## src/rtl/call_ret_stack.sv

```systemverilog
// Subroutine linkage: CALL pushes pc+1 and redirects to call_address, RET pops and redirects back.
// Latency: one cycle from request to new_pc/pc_load. No backpressure; CALL when full or RET when empty sets a sticky flag.
// Optional CALL_RET_COND_EN: requests are accepted only when sign_flag is set.
module call_ret_stack #(
  parameter int ADDR_W = 20,
  parameter int DEPTH  = 8,
  parameter int PTR_W  = 3
) (
  input  logic              clk,
  input  logic              rst_n,
  input  logic [ADDR_W-1:0] pc,
  input  logic [ADDR_W-1:0] call_address,
  input  logic              call_req,
  input  logic              ret_req,
  input  logic              sign_flag,
  input  logic              flag_clr,
  output logic [ADDR_W-1:0] new_pc,
  output logic              pc_load,
  output logic [PTR_W:0]    depth,
  output logic              full,
  output logic              empty,
  output logic              overflow,
  output logic              underflow
);

  logic [ADDR_W-1:0] mem [DEPTH];
  logic [PTR_W-1:0]  sp;
  logic [PTR_W-1:0]  sp_top;
  logic              cond;
  logic              do_call;
  logic              do_ret;
  logic              push;
  logic              pop;

`ifdef CALL_RET_COND_EN
  assign cond = sign_flag;
`else
  logic unused_sign_flag;
  assign unused_sign_flag = sign_flag;
  assign cond = 1'b1;
`endif

  // When full, sp wraps to 0; it is never written then, and sp_top still points at the top entry.
  assign sp      = depth[PTR_W-1:0];
  assign sp_top  = sp - PTR_W'(1);
  assign full    = (depth == (PTR_W+1)'(DEPTH));
  assign empty   = (depth == '0);

  // CALL wins over a simultaneous RET; the RET is dropped without raising any flag.
  assign do_call = call_req & cond;
  assign do_ret  = ret_req & ~call_req & cond;
  assign push    = do_call & ~full;
  assign pop     = do_ret & ~empty;

  always_ff @(posedge clk) begin
    if (rst_n && push) begin
      mem[sp] <= pc + ADDR_W'(1);
    end
  end

  always_ff @(posedge clk) begin
    if (!rst_n) begin
      new_pc    <= '0;
      pc_load   <= 1'b0;
      depth     <= '0;
      overflow  <= 1'b0;
      underflow <= 1'b0;
    end else begin
      pc_load <= push | pop;
      if (push) begin
        depth  <= depth + (PTR_W+1)'(1);
        new_pc <= call_address;
      end else if (pop) begin
        depth  <= depth - (PTR_W+1)'(1);
        new_pc <= mem[sp_top];
      end

      // A new error event in the same cycle as flag_clr leaves the flag set.
      if (do_call && full) begin
        overflow <= 1'b1;
      end else if (flag_clr) begin
        overflow <= 1'b0;
      end

      if (do_ret && empty) begin
        underflow <= 1'b1;
      end else if (flag_clr) begin
        underflow <= 1'b0;
      end
    end
  end

endmodule

```

## config.mk

```make
export PLATFORM = sky130hd
export DESIGN_NAME = call_ret_stack
export DESIGN_NICKNAME = d
export VERILOG_FILES = /design/src/rtl/call_ret_stack.sv
export SDC_FILE = /design/constraint.sdc
export NUM_CORES = 1
export LEC_CHECK = 0
export CAP_MARGIN = 20
export CORE_MARGIN = 2
export CORE_UTILIZATION = 30
export CTS_BUF_LIST = sky130_fd_sc_hd__clkbuf_2
export DETAILED_ROUTE_END_ITERATION = 12
export PLACE_DENSITY = 0.49
export SLEW_MARGIN = 15
export SYNTH_ARGS = -nofsm -noshare
export SYNTH_HDL_FRONTEND = slang
export SYNTH_SLANG_ARGS = --single-unit
```

## constraint.sdc

```tcl
create_clock -name clk -period 3.2 [get_ports clk]
set_input_delay 0.32 -clock clk [delete_from_list [all_inputs] [get_ports clk]]
set_output_delay 0.32 -clock clk [all_outputs]
set_load 0.05 [all_outputs]
```

# Yosys cells after proc, flatten, opt, wreduce, memory -nomap -nowiden

Memories as Yosys holds them, arrays and structs flattened.
Index checks and enable logic that the tools add are counted.

Bits in registers: 27
Memories: 1
Output and inout bits: 29
Memory bits (writable): 160

Reduce and logical (&&, ||, !) cells: 7
Multiplexer cells: 9
Add/subtract/negate cells: 4
Equality and inequality tests: 1
Bitwise operators: 7

Memories:

| name | words | bits a word | read ports | clocked after memory_dff | wr ports | RTL line | source |
|---|---|---|---|---|---|---|---|
| mem  | 8     | 20          | 1          | 0                        | 1        | 26       | `logic [ADDR_W-1:0] mem [DEPTH];` |

Operators by type and width:

| operator                                          | count |
|---|---|
| 2-to-1 mux 20 bit                                 | 2 |
| adder 20 x 1 -> 20 bit (second input constant)    | 1 |
| 2-to-1 mux 4 bit                                  | 2 |
| nonzero test 2 bit                                | 3 |
| 2-to-1 mux 1 bit                                  | 5 |
| adder 4 x 1 -> 4 bit (second input constant)      | 1 |
| equality test 4 bit (second input constant)       | 1 |
| zero test 4 bit                                   | 1 |
| subtractor 4 x 1 -> 4 bit (second input constant) | 1 |
| bitwise AND 1 bit                                 | 3 |
| logical AND 1 bit                                 | 3 |
| inverter 1 bit                                    | 3 |
| subtractor 3 x 1 -> 3 bit (second input constant) | 1 |
| OR 1 bit                                          | 1 |

# Longest topological paths before layout

Depth in word-level cells: 6
Gate-level depth with buffers: 12
Gate-level depth less buffers: 9

# Worst setup path after synthesis

No wires, ideal clock.

Path kind: register to register
Start: reg depth[0]
End: mem mem[1][0] (enable)
Required time: 2803 ps
Path slack: -92 ps
Arrival time: 2895 ps
Stages on the path, launching flop included: 9
Cells stage by stage: dfxtp_1 buf_6 buf_6 inv_1 ha_1 nand3b_2 nand2_2 or3_1 nor2_1

Word-level cells in the longest chain between the ends: 6

RTL lines:

| what                                   | RTL line | source |
|---|---|---|
| from (decl)                            | 19       | `output logic [PTR_W:0] depth,` |
| from (signal assigned)                 | 71       | `depth <= depth + (PTR_W+1)'(1);` |
| from (signal assigned)                 | 74       | `depth <= depth - (PTR_W+1)'(1);` |
| equality test 4 bit                    | 46       | `assign full = (depth == (PTR_W+1)'(DEPTH));` |
| inverter 1 bit                         | 52       | `assign push = do_call & ~full;` |
| bitwise AND 1 bit                      | 52       |  |
| logical AND 1 bit                      | 56       | `if (rst_n && push) begin` |
| 2-to-1 mux 1 bit                       | 56       |  |
| 2-to-1 mux 1 bit (not written as such) | 57       | `mem[sp] <= pc + ADDR_W'(1);` |
| to (decl)                              | 26       |  |

Parallel ways exist; a longest one is shown, timed or not.

# Final worst setup path

Start: reg depth[0]
End: out depth[0]

No word-level cell between the ends.

==> reports/metrics.yaml <==
placed_design:
  gp_congestion: 0.6507
  placed_cell_area_um2: 8991
  portBuffers: 73
  dpl.hpwl_um: 11270
  pre_cts_slack_ns: 0.4634
  dp_cells: 859
synth:
  yosysTopAreaCell: "edfxtp_1"
  ys_ff_latch: 187
  syn-num-nets: 505
  synth-main-ff-cell: "edfxtp_1"
  synth.top_cell.area_share_pct: 61.98
  synth.area.top_cells: "edfxtp_1, mux4_2, dfxtp_1"
  syn_avg_cell_area_um2: 17.04
  ys_warn_count: 0
  postSynth.asyncResetShare_pct: 0
  synth-edff-count: 160
  ys_seq_area_share_pct: 68.95
  yosys.cell_types.count: 43
  netlist_area_um2: 7752
  synth_cells: 455
route:
  met3_wirelength_um: 1171
  wl_per_cell_um: 21.18
  drc_errors: 0
  vias: 4329
  drt-met1-wl_um: 8582
  wl_met2_um: 9065
  wirelength_um: 18890
  drt_iter0_drc: 437
  viasPerCell: 4.853
  maxUsedRoutingLayer: "met4"
  first_pass_iters: 4
  drt.antenna.violating_nets: 0
floorplanning:
  io_pins: 75
  dieArea_um2: 27140
  initial_utilization_pct: 30.70
  core_area_um2: 25250
  rows: 58
  die_w_um: 164.8
  die_y_um: 164.8
worst_setup_path:
  startpoint_type: "register"
  rrSetupSlack_ns: 0.78
  worstPathRequired_ns: 2.88
  critPathKind: "register to output pin"
  arrival_ns: 2.60
  end_kind: "output pin"
  path_max_fanout: 48
cells_and_area:
  syn2layout_area_growth_pct: 19.13
  drive_gt1_share_pct: 18.18
  final_nets: 598
  fin_area_um2: 9235
  final_cells: 892
sta:
  drv_slew: 0
  max_freq_mhz: 342.2
  min_period_over_period_pct: 91.32
  fin_ws_ns: 0.2779
  rsz0062_at_grt: "no"
  skew_ns: 0.03109
  worstMarginPinSlew_ns: 0.9229
  fin_setup_tns_ns: 0
  relSlewSlack_pct: 38.47
  period_needed_ns: 2.922
  setup_viol: 0
  final-hold-violation-count: 0
grt:
  grt_pass1_wl_um: 28400
  grt_overflow: 0
  antenna_found_initial: 2
  grt_usage_pct: 14.73
  grt_max_degree: 49
  grt_pass1_vias: 4678
cts:
  clock_path_buffers: 2
  clock_latency_ns: 0.74
  cts_tree: "done"
  hold_buffers: 0
  htree_levels: 4
  cts_buffers: 17
  cts.sinks: 187
  clock-root-buffer: "clkbuf_2"
  clk_pin_slew_ns: 0.30
  cts_setup_buffers: 0
run_status:
  status: "finished clean"
run:
  cap_violations: 0
power_and_ir_drop:
  power_density_nw_per_um2: 662.5
  ir_drop_mv: 0.4834
  p_leak_nw: 3.001
  p_total_mw: 6.119
hold_path:
  hold_path.class: "input pin to register"
registers in the layout (all words and copies together), names as in the netlist:
name       cells
pc_load        1
depth          4
underflow      1
overflow       1
mem          160
new_pc        20
cell usage in the layout, fill, tap and decap left out, types with 2 or more instances in the layout:
cell type | Yosys | layout
edfxtp_1 | 160 | 160
clkdlybuf4s50_1 | 0 | 71
nand2_1 | 32 | 32
mux4_2 | 29 | 29
dfxtp_1 | 27 | 25
and3_1 | 23 | 23
nand2b_1 | 23 | 23
a31oi_1 | 21 | 21
o211ai_1 | 20 | 20
buf_4 | 1 | 20
clkbuf_2 | 0 | 17
nor2_1 | 16 | 16
xnor2_1 | 13 | 13
mux4_1 | 11 | 11
nand3_1 | 7 | 7
xor2_1 | 7 | 7
inv_1 | 6 | 6
inv_8 | 0 | 6
inv_6 | 0 | 5
nor2b_1 | 4 | 4
ha_1 | 4 | 4
buf_12 | 2 | 4
nand4_1 | 3 | 3
mux2i_1 | 3 | 3
nor3_2 | 1 | 2
a211oi_2 | 1 | 2
a21oi_1 | 2 | 2
clkinv_4 | 0 | 2
dfxtp_2 | 0 | 2
layout make-up:
class                           count  area [um2]
Multi-Input combinational cell    237        2237
Tap cell                          330       412.9
Fill cell                        2401       16020
Sequential cell                   187        5348
Timing Repair Buffer               98       973.4
Antenna cell                        1       2.502
Inverter                            7       26.28
Clock inverter                     15       150.1
Clock buffer                       17       85.08
critical path, stage by stage, from the launching register on:
cell and delay (ns):
dfxtp_2 0.41, buf_6 0.51, clkdlybuf4s50_1 0.93
synthesized netlist by cell type (2+ instances only):
cell	instances
edfxtp_1	160
nand2_1	32
mux4_2	29
dfxtp_1	27
and3_1	23
nand2b_1	23
a31oi_1	21
o211ai_1	20
nor2_1	16
xnor2_1	13
mux4_1	11
clkbuf_1	9
buf_2	7
nand3_1	7
xor2_1	7
inv_1	6
ha_1	4
nor2b_1	4
buf_6	3
mux2i_1	3
nand4_1	3
a21oi_1	2
buf_1	2
buf_12	2
nor3_1	2
o21ai_1	2
where the power goes:
group          internal, mW  switching, mW
clock network         0.262          0.912
logic                 0.829           1.16
registers              2.86         0.0998
kinds of logic (layout without fill, tap and decap cells):
family,Yosys count,after routing,synth area share [%]
muxes,43,43,12.54
adders and majority gates,4,4,0.6456
DFF,187,187,68.95
and+or+nand+nor,119,119,8.619
buffers and inverters,31,137,2.372
other,0,1,0
xor gates and xnor gates,20,20,2.260
AOI/OAI and AO/OA,51,51,4.616
through the flow:
stage	utilization [%]	hold slack, ns
after floorplan	-	0.4676
after detailed placement	35.60	0.5584
after global placement	35.60	0.5440
final	36.57	0.2533
after CTS	36.55	0.1545
after global routing	36.57	0.1790
per-layer routing:
layer,up-vias,GRT usage [%]
li1,1994,-
met1,2226,20.34
met2,107,24.13
met3,2,2.662
met4,0,3.676
met5,-,0
timing repair:
action,4_1_cts,5_1_grt
pin swaps,0,0
setup endpoints to repair,3,1
cloned,0,0
resized for setup,3,1
worst paths after layout:
| kind | start | endpoint | cells past startpoint |
|---|---|---|---|
| max reg2reg | depth[1]$_SDFFE_PN0P_ | new_pc[0]$_SDFFE_PN0P_ | 7 |
| max | depth[0]$_SDFFE_PN0P_ | depth[0] | 2 |
| min | rst_n | depth[3]$_SDFFE_PN0P_ | 3 |
| min reg2reg | depth[3]$_SDFFE_PN0P_ | depth[3]$_SDFFE_PN0P_ | 2 |
Power figures use the tool's default switching activity.
